## src/rtl/alu_exec_unit.sv

```systemverilog
// alu_exec_unit: execute-stage arithmetic block for the single-cycle MIPS datapath.
//   - Decodes alu_op_i and funct_i into a 4-bit ALU control code (combinational).
//   - Runs the 32-bit ALU and registers the result, zero and signed-overflow flags.
//   - Computes pc+PC_INC and the branch target with two combinational adders.
// Optional feature: define ALU_SHIFT_EN to build SLL/SRL/SRA. When it is undefined,
// the shift funct codes decode as invalid (1111), give result 0, and shamt_i is ignored.
// Ports:
//   clk_i, reset_i (async, active high)
//   alu_op_i[1:0], funct_i[5:0], src_a_i, src_b_i, shamt_i[4:0], pc_i, imm_ext_i
//   alu_ctrl_o[3:0] (comb), alu_result_o/zero_o/overflow_o (registered),
//   pc_plus4_o, branch_target_o (comb)
module alu_exec_unit #(
  parameter int          DATA_W = 32,
  parameter logic [31:0] PC_INC = 32'h0000_0004
) (
  input  logic              clk_i,
  input  logic              reset_i,
  input  logic [1:0]        alu_op_i,
  input  logic [5:0]        funct_i,
  input  logic [DATA_W-1:0] src_a_i,
  input  logic [DATA_W-1:0] src_b_i,
  input  logic [4:0]        shamt_i,
  input  logic [DATA_W-1:0] pc_i,
  input  logic [DATA_W-1:0] imm_ext_i,
  output logic [3:0]        alu_ctrl_o,
  output logic [DATA_W-1:0] alu_result_o,
  output logic              zero_o,
  output logic              overflow_o,
  output logic [DATA_W-1:0] pc_plus4_o,
  output logic [DATA_W-1:0] branch_target_o
);

  localparam logic [3:0] C_AND  = 4'b0000;
  localparam logic [3:0] C_OR   = 4'b0001;
  localparam logic [3:0] C_ADD  = 4'b0010;
  localparam logic [3:0] C_XOR  = 4'b0011;
  localparam logic [3:0] C_ADDU = 4'b0100;
  localparam logic [3:0] C_SUBU = 4'b0101;
  localparam logic [3:0] C_SUB  = 4'b0110;
  localparam logic [3:0] C_SLT  = 4'b0111;
  localparam logic [3:0] C_SLL  = 4'b1000;
  localparam logic [3:0] C_SRL  = 4'b1001;
  localparam logic [3:0] C_SRA  = 4'b1010;
  localparam logic [3:0] C_SLTU = 4'b1011;
  localparam logic [3:0] C_NOR  = 4'b1100;
  localparam logic [3:0] C_INV  = 4'b1111;

  logic [3:0]        ctrl;
  logic [DATA_W-1:0] sum, diff;
  logic [DATA_W-1:0] result_d, result_q;
  logic              ovf_d, ovf_q, zero_q;

  // ---------------- decode ----------------
  always_comb begin
    ctrl = C_INV;
    case (alu_op_i)
      2'b00: ctrl = C_ADD;
      2'b01: ctrl = C_SUB;
      2'b11: ctrl = C_OR;
      default: begin
        case (funct_i)
          6'b100000: ctrl = C_ADD;
          6'b100001: ctrl = C_ADDU;
          6'b100010: ctrl = C_SUB;
          6'b100011: ctrl = C_SUBU;
          6'b100100: ctrl = C_AND;
          6'b100101: ctrl = C_OR;
          6'b100110: ctrl = C_XOR;
          6'b100111: ctrl = C_NOR;
          6'b101010: ctrl = C_SLT;
          6'b101011: ctrl = C_SLTU;
`ifdef ALU_SHIFT_EN
          6'b000000: ctrl = C_SLL;
          6'b000010: ctrl = C_SRL;
          6'b000011: ctrl = C_SRA;
`endif
          default:   ctrl = C_INV;
        endcase
      end
    endcase
  end

  assign alu_ctrl_o = ctrl;

  // ---------------- execute ----------------
  assign sum  = src_a_i + src_b_i;
  assign diff = src_a_i - src_b_i;

  always_comb begin
    result_d = '0;
    ovf_d    = 1'b0;
    case (ctrl)
      C_ADD: begin
        result_d = sum;
        // same-sign operands whose sum flips sign
        ovf_d = (src_a_i[DATA_W-1] == src_b_i[DATA_W-1]) &&
                (sum[DATA_W-1] != src_a_i[DATA_W-1]);
      end
      C_ADDU: result_d = sum;
      C_SUB: begin
        result_d = diff;
        // opposite-sign operands whose difference departs from a's sign
        ovf_d = (src_a_i[DATA_W-1] != src_b_i[DATA_W-1]) &&
                (diff[DATA_W-1] != src_a_i[DATA_W-1]);
      end
      C_SUBU: result_d = diff;
      C_AND:  result_d = src_a_i & src_b_i;
      C_OR:   result_d = src_a_i | src_b_i;
      C_XOR:  result_d = src_a_i ^ src_b_i;
      C_NOR:  result_d = ~(src_a_i | src_b_i);
      C_SLT:  result_d = {{(DATA_W-1){1'b0}}, ($signed(src_a_i) < $signed(src_b_i))};
      C_SLTU: result_d = {{(DATA_W-1){1'b0}}, (src_a_i < src_b_i)};
`ifdef ALU_SHIFT_EN
      C_SLL:  result_d = src_b_i << shamt_i;
      C_SRL:  result_d = src_b_i >> shamt_i;
      C_SRA:  result_d = $signed(src_b_i) >>> shamt_i;
`endif
      default: result_d = '0;
    endcase
  end

`ifndef ALU_SHIFT_EN
  // shamt only feeds the shifter; keep it visibly sunk when the shifter is absent
  logic unused_shamt;
  assign unused_shamt = ^shamt_i;
`endif

  always_ff @(posedge clk_i or posedge reset_i) begin
    if (reset_i) begin
      result_q <= '0;
      zero_q   <= 1'b1;
      ovf_q    <= 1'b0;
    end else begin
      result_q <= result_d;
      zero_q   <= (result_d == '0);
      ovf_q    <= ovf_d;
    end
  end

  assign alu_result_o = result_q;
  assign zero_o       = zero_q;
  assign overflow_o   = ovf_q;

  // ---------------- PC adders (wrap, no carry out) ----------------
  assign pc_plus4_o      = pc_i + PC_INC;
  assign branch_target_o = pc_plus4_o + (imm_ext_i << 2);

endmodule

```

## config.mk

```make
export PLATFORM = sky130hd
export DESIGN_NAME = alu_exec_unit
export DESIGN_NICKNAME = d
export VERILOG_FILES = /design/src/rtl/alu_exec_unit.sv
export SDC_FILE = /design/constraint.sdc
export NUM_CORES = 1
export LEC_CHECK = 0
export BUFFER_PORTS_ARGS = -buffer_cell sky130_fd_sc_hd__buf_2
export CORE_MARGIN = 2
export CORE_UTILIZATION = 60
export DETAILED_ROUTE_END_ITERATION = 10
export GPL_TIMING_DRIVEN = 1
export MAX_ROUTING_LAYER = met4
export PLACE_DENSITY = 0.95
export SYNTH_ARGS = -nofsm -noshare
export SYNTH_HDL_FRONTEND = slang
export SYNTH_SLANG_ARGS = --single-unit
```

## constraint.sdc

```tcl
create_clock -name clk_i -period 19.2 [get_ports clk_i]
set_input_delay 4.8 -clock clk_i [delete_from_list [all_inputs] [get_ports clk_i]]
set_output_delay 4.8 -clock clk_i [all_outputs]
set_load 0.05 [all_outputs]
```

### After elaboration in Yosys (flattened, before gate mapping)

Cells that the tools add are included.
Widths: inputs -> output; s select.

* reduce and logical (&&, ||, !) cells: 7
* add/sub/neg operators: 4
* mux-type cells: 4
* equal/unequal tests: 25
* magnitude comparators: 2
* bitwise operators: 4

Operators with widths (number)
* $pmux 32 s8: 1
* $add 32x32->32: 2
* $lt 32x32->1: 2
* $eq 6x6->1 const B: 10
* $pmux 4 s10: 1
* $add 32x3->32 const B: 1
* $and 32x32->32: 1
* $logic_not 32->1: 1
* $not 32->32: 1
* $or 32x32->32: 1
* $sub 32x32->32: 1
* $xor 32x32->32: 1
* $eq 4x3->1 const B: 4
* $pmux 4 s3: 1
* $eq 4x2->1 const B: 2
* $eq 4x4->1 const B: 2
* $eq 4x1->1 const B: 1
* $logic_not 4->1: 1
* $reduce_or 2->1: 2
* $ne 1x1->1: 3
* $eq 2x1->1 const B: 1
* $eq 2x2->1 const B: 1
* $logic_and 1x1->1: 2
* $logic_not 2->1: 1
* other kinds (2): 2

* output and inout port bits: 102
* bits of input ports: 143
* register bits after elaboration: 34
* logic and storage cells: 49

### Logic depth before layout (Yosys ltp)

* word-level depth: 7
* depth in mapped cells: 19
* mapped depth without buffers: 19

### Worst setup path after synthesis

Ideal clock, no wire load.

* kind: input port to output port
* from: input port pc_i[4]
* to: output port branch_target_o[29]
* stages on the path: 17
* path buffers: 0
* setup slack: 4.923 ns
* data required time: 14.400 ns
* data arrival time: 9.477 ns
* cells stage by stage: and3_1 and3_1 nand3_1 nor2_1 and4_1 and3_1 xor2_1 ha_1 a21o_1 a21o_1 a21oi_1 o21a_1 nand4_1 nand2_1 o21ai_0 o31ai_1 a21boi_0

* cells in the longest elaborated chain, start to end: 2

Ends and longest elaborated chain
* start: declaration: RTL line 23 `input logic [DATA_W-1:0] pc_i,`
* $add 32x3->32: RTL line 145 `assign pc_plus4_o = pc_i + PC_INC;`
* via pc_plus4_o[20]: RTL line 29 `output logic [DATA_W-1:0] pc_plus4_o,`
* $add 32x32->32: RTL line 146 `assign branch_target_o = pc_plus4_o + (imm_ext_i << 2);`
* end: declaration: RTL line 30 `output logic [DATA_W-1:0] branch_target_o`

The timed path passes the listed nets, and every way through them passes these cells.

### Final worst setup path

* from: input port pc_i[4]
* to: output port branch_target_o[31]

* cells in the longest elaborated chain, start to end: 2

Ends and longest elaborated chain (RTL line)
* $add 32x3->32: 145
* $add 32x32->32: 146

Every way passes these cells.

==> impl_metrics.env <==
export IMPL_hold_viol=0
export IMPL_mostFrequentLayoutCell="buf_2"
export IMPL_firstDrtPassIters=6
export IMPL_drt_iter0_markers=1501
export IMPL_final_cell_mix="buf_2 (231), ha_1 (142), inv_1 (114)"
export IMPL_antenna_found_initial=0
export IMPL_synthCells=1239
export IMPL_crit_top_cell="and3_1"
export IMPL_post_cts_setup_buffers=0
export IMPL_cp_max_fo=6
export IMPL_crit_type="primary input to primary output"
export IMPL_fmax_mhz=72.24
export IMPL_fin_nets=1712
export IMPL_synth_fa_ha_area_share_pct=20.17
export IMPL_synth_area_top_cells="ha_1 (20%), dfrtp_1 (9.1%), a21oi_1 (5.9%)"
export IMPL_syn_nets=1527
export IMPL_period_share_pct=72.10
export IMPL_drive_gt1_share_pct=20.49
export IMPL_grt_pass1_wl_um=50030
export IMPL_crit_slowest_cell="ha_1"
export IMPL_max_cap_violations=0
export IMPL_viasPerCell=6.662
export IMPL_start_util_pct=60.58
export IMPL_grt_pass1_vias=10170
export IMPL_clkTransAtPathRegs_ns=0.06
export IMPL_num_antenna_cells=0
export IMPL_synth_compound_area_share_pct=33.29
export IMPL_slew_violations=0
export IMPL_gp_congestion=1.074
export IMPL_cts_hold_buf=0
export IMPL_track_usage_pct=38.83
export IMPL_cts_resized_gates=0
export IMPL_outcome="finished, final reports clean"
export IMPL_p_leak_nw=5.054
export IMPL_crit_path_end_kind="primary output"
export IMPL_stdcell_count=1613
export IMPL_yosys_warnings=0
export IMPL_cp_data_arrival_time_ns=9.04
export IMPL_dp_cells=1605
export IMPL_crit_family="simple AND/OR/NAND/NOR gates"
export IMPL_clockBufferDepth=2
export IMPL_post_dp_hpwl_um=25090
export IMPL_numCtsBuffers=5
export IMPL_die_height_um=127.2
export IMPL_ios=245
export IMPL_synth_flop_cell="dfrtp_1"
export IMPL_wl_um=31670
export IMPL_row_count=45
export IMPL_max_slew_margin_pct=30.72
export IMPL_yosys_area_share_simple_pct=20.80
export IMPL_coreArea_mm2=0.01503
export IMPL_port_buffers=231
export IMPL_min_period_ns=13.84
export IMPL_netlist_area_leader_share_pct=19.51
export IMPL_drc_errors=0
export IMPL_power_density_mw_per_mm2=55.78
export IMPL_ctsHtreeMaxLevel=2
export IMPL_ir_worst_vdd_mv=0.05367
export IMPL_cts_tree="built"
export IMPL_worst_path_largest_cell_delay_ns=0.33
export IMPL_critPathRequiredTime_ns=14.40
export IMPL_cp_cell_sequence="buf_2 -> and3_1 -> and3_1 -> nand3_1 -> nor2_1 -> and4_1 -> and3_1 -> xor2_1 -> ha_1 -> a21o_1 -> a21o_1 -> a21oi_1 -> o21a_1 -> nand4_1 -> nand2_1 -> o21ai_0 -> o31ai_1 -> nand2b_1 -> a21oi_1 -> xnor2_1 -> buf_2"
export IMPL_syn2layout_area_growth_pct=13.96
export IMPL_wl_per_cell_um=19.63
export IMPL_synthMuxAreaShare_pct=1.113
export IMPL_cts_sinks=34
export IMPL_yosysTopAreaCell="ha_1"
export IMPL_synth_ff_latch_count=34
export IMPL_ys_async_sr_fraction_pct=100.0
export IMPL_rsz0062_at_grt="no"
export IMPL_fp_dieArea_mm2=0.01618
export IMPL_netlist_area_mm2=0.009107
export IMPL_tightest_slew_ns=1.035
export IMPL_min_path_type="primary input to asynchronous set/reset pin"
export IMPL_num_vias=10750
export IMPL_grt_remaining_overflow=0
export IMPL_setup_worst_path_start_class="primary input"
export IMPL_synthXorXnorAreaFrac_pct=6.347
export IMPL_dieWidth_um=127.2
export IMPL_synth_cell_type_count=103
export IMPL_placed_cell_area_mm2=0.01023
export IMPL_root_buffer="clkbuf_16"
export IMPL_synth_top_family_by_area="compound AO/OA/AOI/OAI gates"
export IMPL_multiInputGateArea_mm2=0.007470
export IMPL_syn_mean_instance_area_um2=7.351
export IMPL_design_area_mm2=0.01038
export IMPL_ff_latch_area_um2=852.1
export IMPL_setup_viol=0
export IMPL_synth_edf_count=0
export IMPL_grt_max_degree=35
export IMPL_ys_seq_area_share_pct=9.356
export IMPL_crit_buf_inv=2
export IMPL_fillers=1265
export IMPL_tns_ns=0
export IMPL_final_antenna_net_count=0
## layout make-up
type                            instances  area share (%)
Clock inverter                          1         0.04822
Inverter                              118           4.268
Timing Repair Buffer                  241           11.86
Tap cell                              188           2.266
Clock buffer                            7           1.374
Sequential cell                        34           8.210
Multi-Input combinational cell       1024           71.97
## per-layer routing
metal  track usage [%]  share of wire (%)  vias to the layer above
met5                 -                  0                        -
met4             17.00                4.8                        0
met3             7.496                 12                      151
met2             63.73                 46                      824
met1             46.53                 37                     4837
li1                  -                  -                     4934
## Yosys cell counts, drive strengths merged (5+ instances only)
cell type and n:
o311ai 6, inv 118, nor2b 17, o21ai 65
o21bai 17, a41oi 5, a21boi 7, o221ai 7
buf 33, xor2 15, or3 10, and2 5
o31a 5, xnor2 51, a22oi 12, ha 142
o211ai 13, mux2i 9, o22ai 13, nor3 33
o31ai 20, nor2 110, a221oi 18, o21a 8
nor4 11, nand2 67, and3 17, nand3 40
a211oi 18, a31oi 11, a21o 31, dfrtp 33
a31o 5, or4 8, clkbuf 30, nand2b 19
nand4 18, a21oi 112, a221o 12
## cells by family (layout without fill, tap and decap cells)
family / Yosys count / count (layout)
AOI/OAI and AO/OA: 429 / 429
and+or+nand+nor: 374 / 374
buffers and inverters: 181 / 367
adders and majority gates: 145 / 145
xor gates and xnor gates: 66 / 66
DFF: 34 / 34
muxes: 10 / 10
## per-stage QoR
step | hold WS, ns | util [%] | power [mW] | setup WS (ns)
3_3_place_gp | 4.920 | 68.06 | 0.4765 | 5.640
6_report | 4.613 | 69.04 | 0.5790 | 5.357
3_5_place_dp | 4.928 | 68.06 | 0.4841 | 5.418
5_1_grt | 4.651 | 69.04 | 0.6076 | 5.014
2_1_floorplan | 4.935 | - | 0.3874 | 4.923
4_1_cts | 4.626 | 69.04 | 0.5694 | 5.399
## registers in the layout, summed over array words and instances (netlist names)
name and flops:
alu_result_o 32, overflow_o 1, zero_o 1
## report_power, final
group | switching (mW) | internal, mW | total, mW
Combinational | 0.286 | 0.121 | 0.406
Clock | 0.0338 | 0.0515 | 0.0853
Sequential | 0.00405 | 0.0831 | 0.0872
Total | 0.324 | 0.255 | 0.579
## worst max-delay path by stage
stage / end / depth (start not counted) / from / slack [ns]
finish: branch_target_o[31] / 21 / pc_i[4] / 5.36
detailed placement: branch_target_o[31] / 21 / pc_i[4] / 5.42
floorplan: branch_target_o[29] / 17 / pc_i[4] / 4.92
global route: branch_target_o[31] / 21 / pc_i[4] / 5.01
CTS: branch_target_o[31] / 21 / pc_i[4] / 5.40
global placement: branch_target_o[31] / 21 / pc_i[4] / 5.64
No activity file was read; power rests on OpenSTA's default activity.
